==> src/rtl/multicycle_sequencer.sv <==
// Multicycle control sequencer: walks FETCH/DECODE/EXECUTE/MEM/WRITEBACK per instruction,
// drives datapath controls from the latched opcode and counts retired instructions.
module multicycle_sequencer #(
  parameter int COUNT_W = 32
) (
  input  logic               Clk,
  input  logic               Reset,
  input  logic               start,
  input  logic               stop,
  input  logic [31:0]        Instruction,
  input  logic               imem_ready,
  input  logic               dmem_ready,
  input  logic               Zero,
  output logic               imem_req,
  output logic               IRWrite,
  output logic               MemRead,
  output logic               MemWrite,
  output logic               MemtoReg,
  output logic               ALUSrc,
  output logic               RegWrite,
  output logic               Branch,
  output logic [1:0]         ALUOp,
  output logic               PCWrite,
  output logic               PCSrc,
  output logic [2:0]         state,
  output logic               busy,
  output logic               illegal,
  output logic [COUNT_W-1:0] instr_count
);

  typedef enum logic [2:0] {
    S_IDLE      = 3'd0,
    S_FETCH     = 3'd1,
    S_DECODE    = 3'd2,
    S_EXECUTE   = 3'd3,
    S_MEM       = 3'd4,
    S_WRITEBACK = 3'd5,
    S_HALT      = 3'd6
  } state_t;

  localparam logic [6:0] OP_R   = 7'b0110011;
  localparam logic [6:0] OP_LD  = 7'b0000011;
  localparam logic [6:0] OP_SD  = 7'b0100011;
  localparam logic [6:0] OP_BEQ = 7'b1100011;

  state_t               state_reg, state_next;
  logic [6:0]           opcode_reg, opcode_next;
  logic [COUNT_W-1:0]   count_reg, count_next;
  logic                 illegal_reg, illegal_next;
  logic                 retire;
  logic                 is_r, is_ld, is_sd, is_beq, op_known;

  // Only the opcode field steers the sequence; the rest of the word belongs to the datapath.
  logic instr_unused;
  assign instr_unused = ^Instruction[31:7];

  assign is_r     = (opcode_reg == OP_R);
  assign is_ld    = (opcode_reg == OP_LD);
  assign is_sd    = (opcode_reg == OP_SD);
  assign is_beq   = (opcode_reg == OP_BEQ);
  assign op_known = is_r | is_ld | is_sd | is_beq;

  always_ff @(posedge Clk) begin
    if (Reset) begin
      state_reg   <= S_IDLE;
      opcode_reg  <= 7'd0;
      count_reg   <= '0;
      illegal_reg <= 1'b0;
    end else begin
      state_reg   <= state_next;
      opcode_reg  <= opcode_next;
      count_reg   <= count_next;
      illegal_reg <= illegal_next;
    end
  end

  always_comb begin
    state_next   = state_reg;
    opcode_next  = opcode_reg;
    count_next   = count_reg;
    illegal_next = illegal_reg;
    retire       = 1'b0;
    imem_req     = 1'b0;
    IRWrite      = 1'b0;
    MemRead      = 1'b0;
    MemWrite     = 1'b0;
    MemtoReg     = 1'b0;
    ALUSrc       = 1'b0;
    RegWrite     = 1'b0;
    Branch       = 1'b0;
    ALUOp        = 2'b00;
    PCWrite      = 1'b0;
    PCSrc        = 1'b0;

    case (state_reg)
      S_IDLE: begin
        if (start && !stop) state_next = S_FETCH;
      end
      S_FETCH: begin
        imem_req = 1'b1;
        if (imem_ready) begin
          IRWrite     = 1'b1;
          opcode_next = Instruction[6:0];
          state_next  = S_DECODE;
        end
      end
      S_DECODE: begin
        if (op_known) begin
          state_next = S_EXECUTE;
        end else begin
          state_next   = S_HALT;
          illegal_next = 1'b1;
        end
      end
      S_EXECUTE: begin
        if (is_r) begin
          ALUOp      = 2'b10;
          state_next = S_WRITEBACK;
        end else if (is_beq) begin
          ALUOp   = 2'b01;
          Branch  = 1'b1;
          PCWrite = 1'b1;
          PCSrc   = Zero;
          retire  = 1'b1;
        end else if (is_ld || is_sd) begin
          ALUSrc     = 1'b1;
          state_next = S_MEM;
        end else begin
          state_next   = S_HALT;
          illegal_next = 1'b1;
        end
      end
      S_MEM: begin
        ALUSrc   = 1'b1;
        MemRead  = is_ld;
        MemWrite = is_sd;
        // Stores complete on the data handshake; loads still need the register write.
        if (dmem_ready) begin
          if (is_sd) begin
            PCWrite = 1'b1;
            retire  = 1'b1;
          end else begin
            state_next = S_WRITEBACK;
          end
        end
      end
      S_WRITEBACK: begin
        RegWrite = 1'b1;
        MemtoReg = is_ld;
        PCWrite  = 1'b1;
        retire   = 1'b1;
      end
      S_HALT: begin
        state_next = S_HALT;
      end
      default: begin
        state_next = S_IDLE;
      end
    endcase

    if (retire) begin
      count_next = count_reg + COUNT_W'(1);
      state_next = stop ? S_IDLE : S_FETCH;
    end
  end

  assign state       = state_reg;
  assign busy        = (state_reg != S_IDLE) && (state_reg != S_HALT);
  assign illegal     = illegal_reg;
  assign instr_count = count_reg;

endmodule

==> config.mk <==
export PLATFORM = sky130hd
export DESIGN_NAME = multicycle_sequencer
export DESIGN_NICKNAME = d
export VERILOG_FILES = /design/src/rtl/multicycle_sequencer.sv
export SDC_FILE = /design/constraint.sdc
export NUM_CORES = 1
export LEC_CHECK = 0
export CORE_ASPECT_RATIO = 0.9
export CORE_MARGIN = 3
export CORE_UTILIZATION = 40
export CTS_BUF_LIST = sky130_fd_sc_hd__clkbuf_8
export CTS_CLUSTER_SIZE = 16
export DETAILED_ROUTE_END_ITERATION = 12
export PLACE_DENSITY = 0.74
export SLEW_MARGIN = 25
export SYNTH_ARGS = -nofsm -noshare
export SYNTH_HDL_FRONTEND = slang
export SYNTH_SLANG_ARGS = --single-unit
export TNS_END_PERCENT = 20
==> constraint.sdc <==
create_clock -name Clk -period 2.8 [get_ports Clk]
set_input_delay 0.7 -clock Clk [delete_from_list [all_inputs] [get_ports Clk]]
set_output_delay 0.7 -clock Clk [all_outputs]
set_load 0.02 [all_outputs]
==> flow_summary_export.csv <==
group,metric,value,unit
run_status,status,"finished, violations left",
run_status,violations,"negative setup slack",
placement,place.gp.congestion,0.8352,
grt,grt-ovfl-total,0,
worst_setup_path,path_cells,"clkdlybuf4s50_1 -> inv_1 -> or4_4 -> a21o_1 -> nand2_2 -> buf_6",
grt,grt_pass1_vias,1948,
pwr,vdd_drop_max,0.2399,mV
synth,ys_async_sr_fraction,0,%
worst_setup_path,slowest_stage,"or4_4",
job,maxCapViolCount,0,
layout,drive_gt1_share,10.84,%
cts,cts_setup_buffers,0,
drt,viasPerCell,5.239,
timing,rsz0062_at_grt,"true",
drt,drtAntennaViolNets,0,
pwr,combPwrFrac,14.7,%
timing,tightest_slew,459.1,ps
floorplan,start_util,42.96,%
timing,finalHoldViolations,0,
timing,setup_viol_count_final,1,
layout,final_common_cell,"clkdlybuf4s50_1",
cts,insertion_delay,300,ps
synth,synth-edff-count,0,
layout,final_cell_mix,"clkdlybuf4s50_1 (54), dfxtp_1 (43), nor2_1 (42)",
timing,period_needed,2821,ps
synth,yosysWarnings,0,
layout,antenna_cells_inserted,0,
layout,final_nets,373,
cts,clk_pin_slew_worst_paths,70,ps
timing,min_period_over_period,100.7,%
synth,ys_ff_latch,43,
synth,synth_area,0.002167,mm²
worst_setup_path,cp.arrival,2120,ps
synth,netlist_instances,258,
worst_setup_path,start_kind,"input port",
pwr,finalPower,0.001150,W
synth,syn_nets,298,
worst_setup_path,crit_type,"in -> out",
worst_setup_path,endpoint_kind,"output pin",
floorplan,die_w,83.59,µm
pwr,clockPowerShare,30.6,%
grt,antenna_found_initial,0,
drt,num_vias,2080,
drt,drtIter0Drc,101,
pwr,p_leak,1.150,nW
timing,slew_violations,0,
floorplan,dieArea,0.006338,mm²
drt,drtPass1Iterations,4,
floorplan,core_area,0.005045,mm²
floorplan,io-pin-count,88,
layout,largest_reg_flops,32,
pwr,switching_power,0.0002830,W
timing,fin_worst_skew,5.444,ps
drt,routedWlPerCell,13.21,µm
floorplan,die_h,75.83,µm
synth,yosysSeqAreaShare,39.72,%
cts,cts_tree,"done",
cts,htree_levels,2,
placement,dp_hpwl,3890,µm
grt,grt_pass1_wl,8907,µm
cts,cts-buffers-inserted,5,
worst_setup_path,path_max_fanout,2,
timing,setup_slack,-20.61,ps
hold_path,holdCritPathClass,"reg -> reg",
floorplan,rows,24,
layout,syn_to_final_growth,41.17,%
cts,clock-sinks,43,
pwr,p_sw_share,24.60,%
placement,dpl.cell_count,391,
pwr,cellPowerDensity,376.1,mW/mm²
pwr,p_int,0.0008674,W
worst_setup_path,slowest_delay,500,ps
timing,slew_headroom,69.28,%
synth,avgSynthCellArea,8.400,µm²
layout,design_area,0.003059,mm²
pwr,p_seq_share,54.7,%
drt,drt-total-wl,5243,µm
grt,grt_start_max_net_pins,25,
grt,grt.total_usage,17.23,%
cts,cts_root_buf,"clkbuf_8",
layout,instances_no_fill,397,
placement,portBuffers,62,
synth,synth_cell_type_count,43,
timing,max_freq,354.5,MHz
synth,ys.flop_type,"dfxtp_1",
placement,placed_area,0.002968,mm²
drt,drc,0,
worst_setup_path,required,2100,ps
cts,max-clock-path-buffers,2,
routing by layer:
layer  wire length (µm)  vias up  share of wire (%)  global-route usage [%]
met1               2596      957                 50                   22.55
met4                 93        0                1.8                   8.036
met2               2287       55                 44                   27.89
met5                  0        -                  0                       0
met3                266        8                5.1                   3.459
li1                   -     1060                  -                       -
worst max-delay path, delay by kind of cell:
kind                   cells  cell delay [ps]
buffers and inverters      3              640
and+or+nand+nor            2              580
AOI/OAI and AO/OA          1              190
power groups by stage:
stage | sequential [W] | clock (W) | combinational, W
after global routing | 0.000630 | 0.000391 | 0.000183
after CTS | 0.000629 | 0.000368 | 0.000169
final | 0.000629 | 0.000352 | 0.000169
after detailed placement | 0.000643 | 0 | 0.000168
after floorplan | 0.000654 | 0 | 0.0000803
after global placement | 0.000643 | 0 | 0.000166
through the flow:
stage                     hold WS (ps)  utilization (%)  TNS [ps]  setup slack [ps]
final                            466.9            60.64    -20.61            -20.61
after global routing             497.4            60.64    -116.0            -103.5
after CTS                        465.3            60.39    -17.85            -17.85
after detailed placement         446.1            58.83     -1745            -521.9
after global placement           441.9            58.83     -1540            -506.3
after floorplan                  452.1                -         0             217.5
cell type report:
class	instances	area [µm²]
fillers	464	1986
multi-input cells	195	1232
flip-flops and latches	43	860.8
repair buffers	84	797.0
well taps	65	81.33
clock buffers	5	68.82
inverters	4	15.01
clock inverters	1	3.754
synth_stat cells (2+ instances only):
cell       number  share of area [%]
o2111ai_1       6                2.4
xor2_1         14                5.7
nor4_1          3               0.87
o211ai_1        7                2.4
buf_2           2               0.46
and3_1          6                1.7
a211oi_1        3                1.0
and4_1          3                1.2
mux2i_1         7                3.2
dfxtp_1        43                 40
and2_1          4                1.2
nand2_1        11                1.9
o21a_1          2               0.69
nand3_1        12                2.8
nor2_1         43                7.4
inv_1           4               0.69
or3_1           6                1.7
xnor2_1        13                5.3
nor2b_1         5                1.4
clkbuf_1       12                2.1
nand2b_1        2               0.58
nand4_1         4                1.2
o21ai_0        10                2.3
nor3_1          3               0.69
a21oi_1        15                3.5
worst paths after layout:
| path | start | end | slack [ps] | cells after the start |
|---|---|---|---|---|
| worst max-delay path | dmem_ready | PCWrite | -20 | 6 |
| worst min-delay path | illegal | illegal | 470 | 2 |
| worst max register to register | state[0] | instr_count[31] | 430 | 7 |
| worst min register to register | illegal | illegal | 470 | 2 |
repair_timing:
item | 4_1_cts | 5_1_grt
gates resized for setup | 11 | 5
pin swaps | 1 | 1
hold endpoints to repair | 0 | 0
hold buffers | 0 | 0
setup endpoints to repair | 5 | 7
logic make-up after synthesis:
family	count (synthesis)	share of synthesized area, %
and+or+nand+nor	108	25.17
adders and majority gates	1	0.5773
buffers and inverters	20	3.753
DFF	43	39.72
muxes	7	3.233
AOI/OAI and AO/OA	52	16.63
xor gates and xnor gates	27	10.91
(Power assumes the default switching activity.)
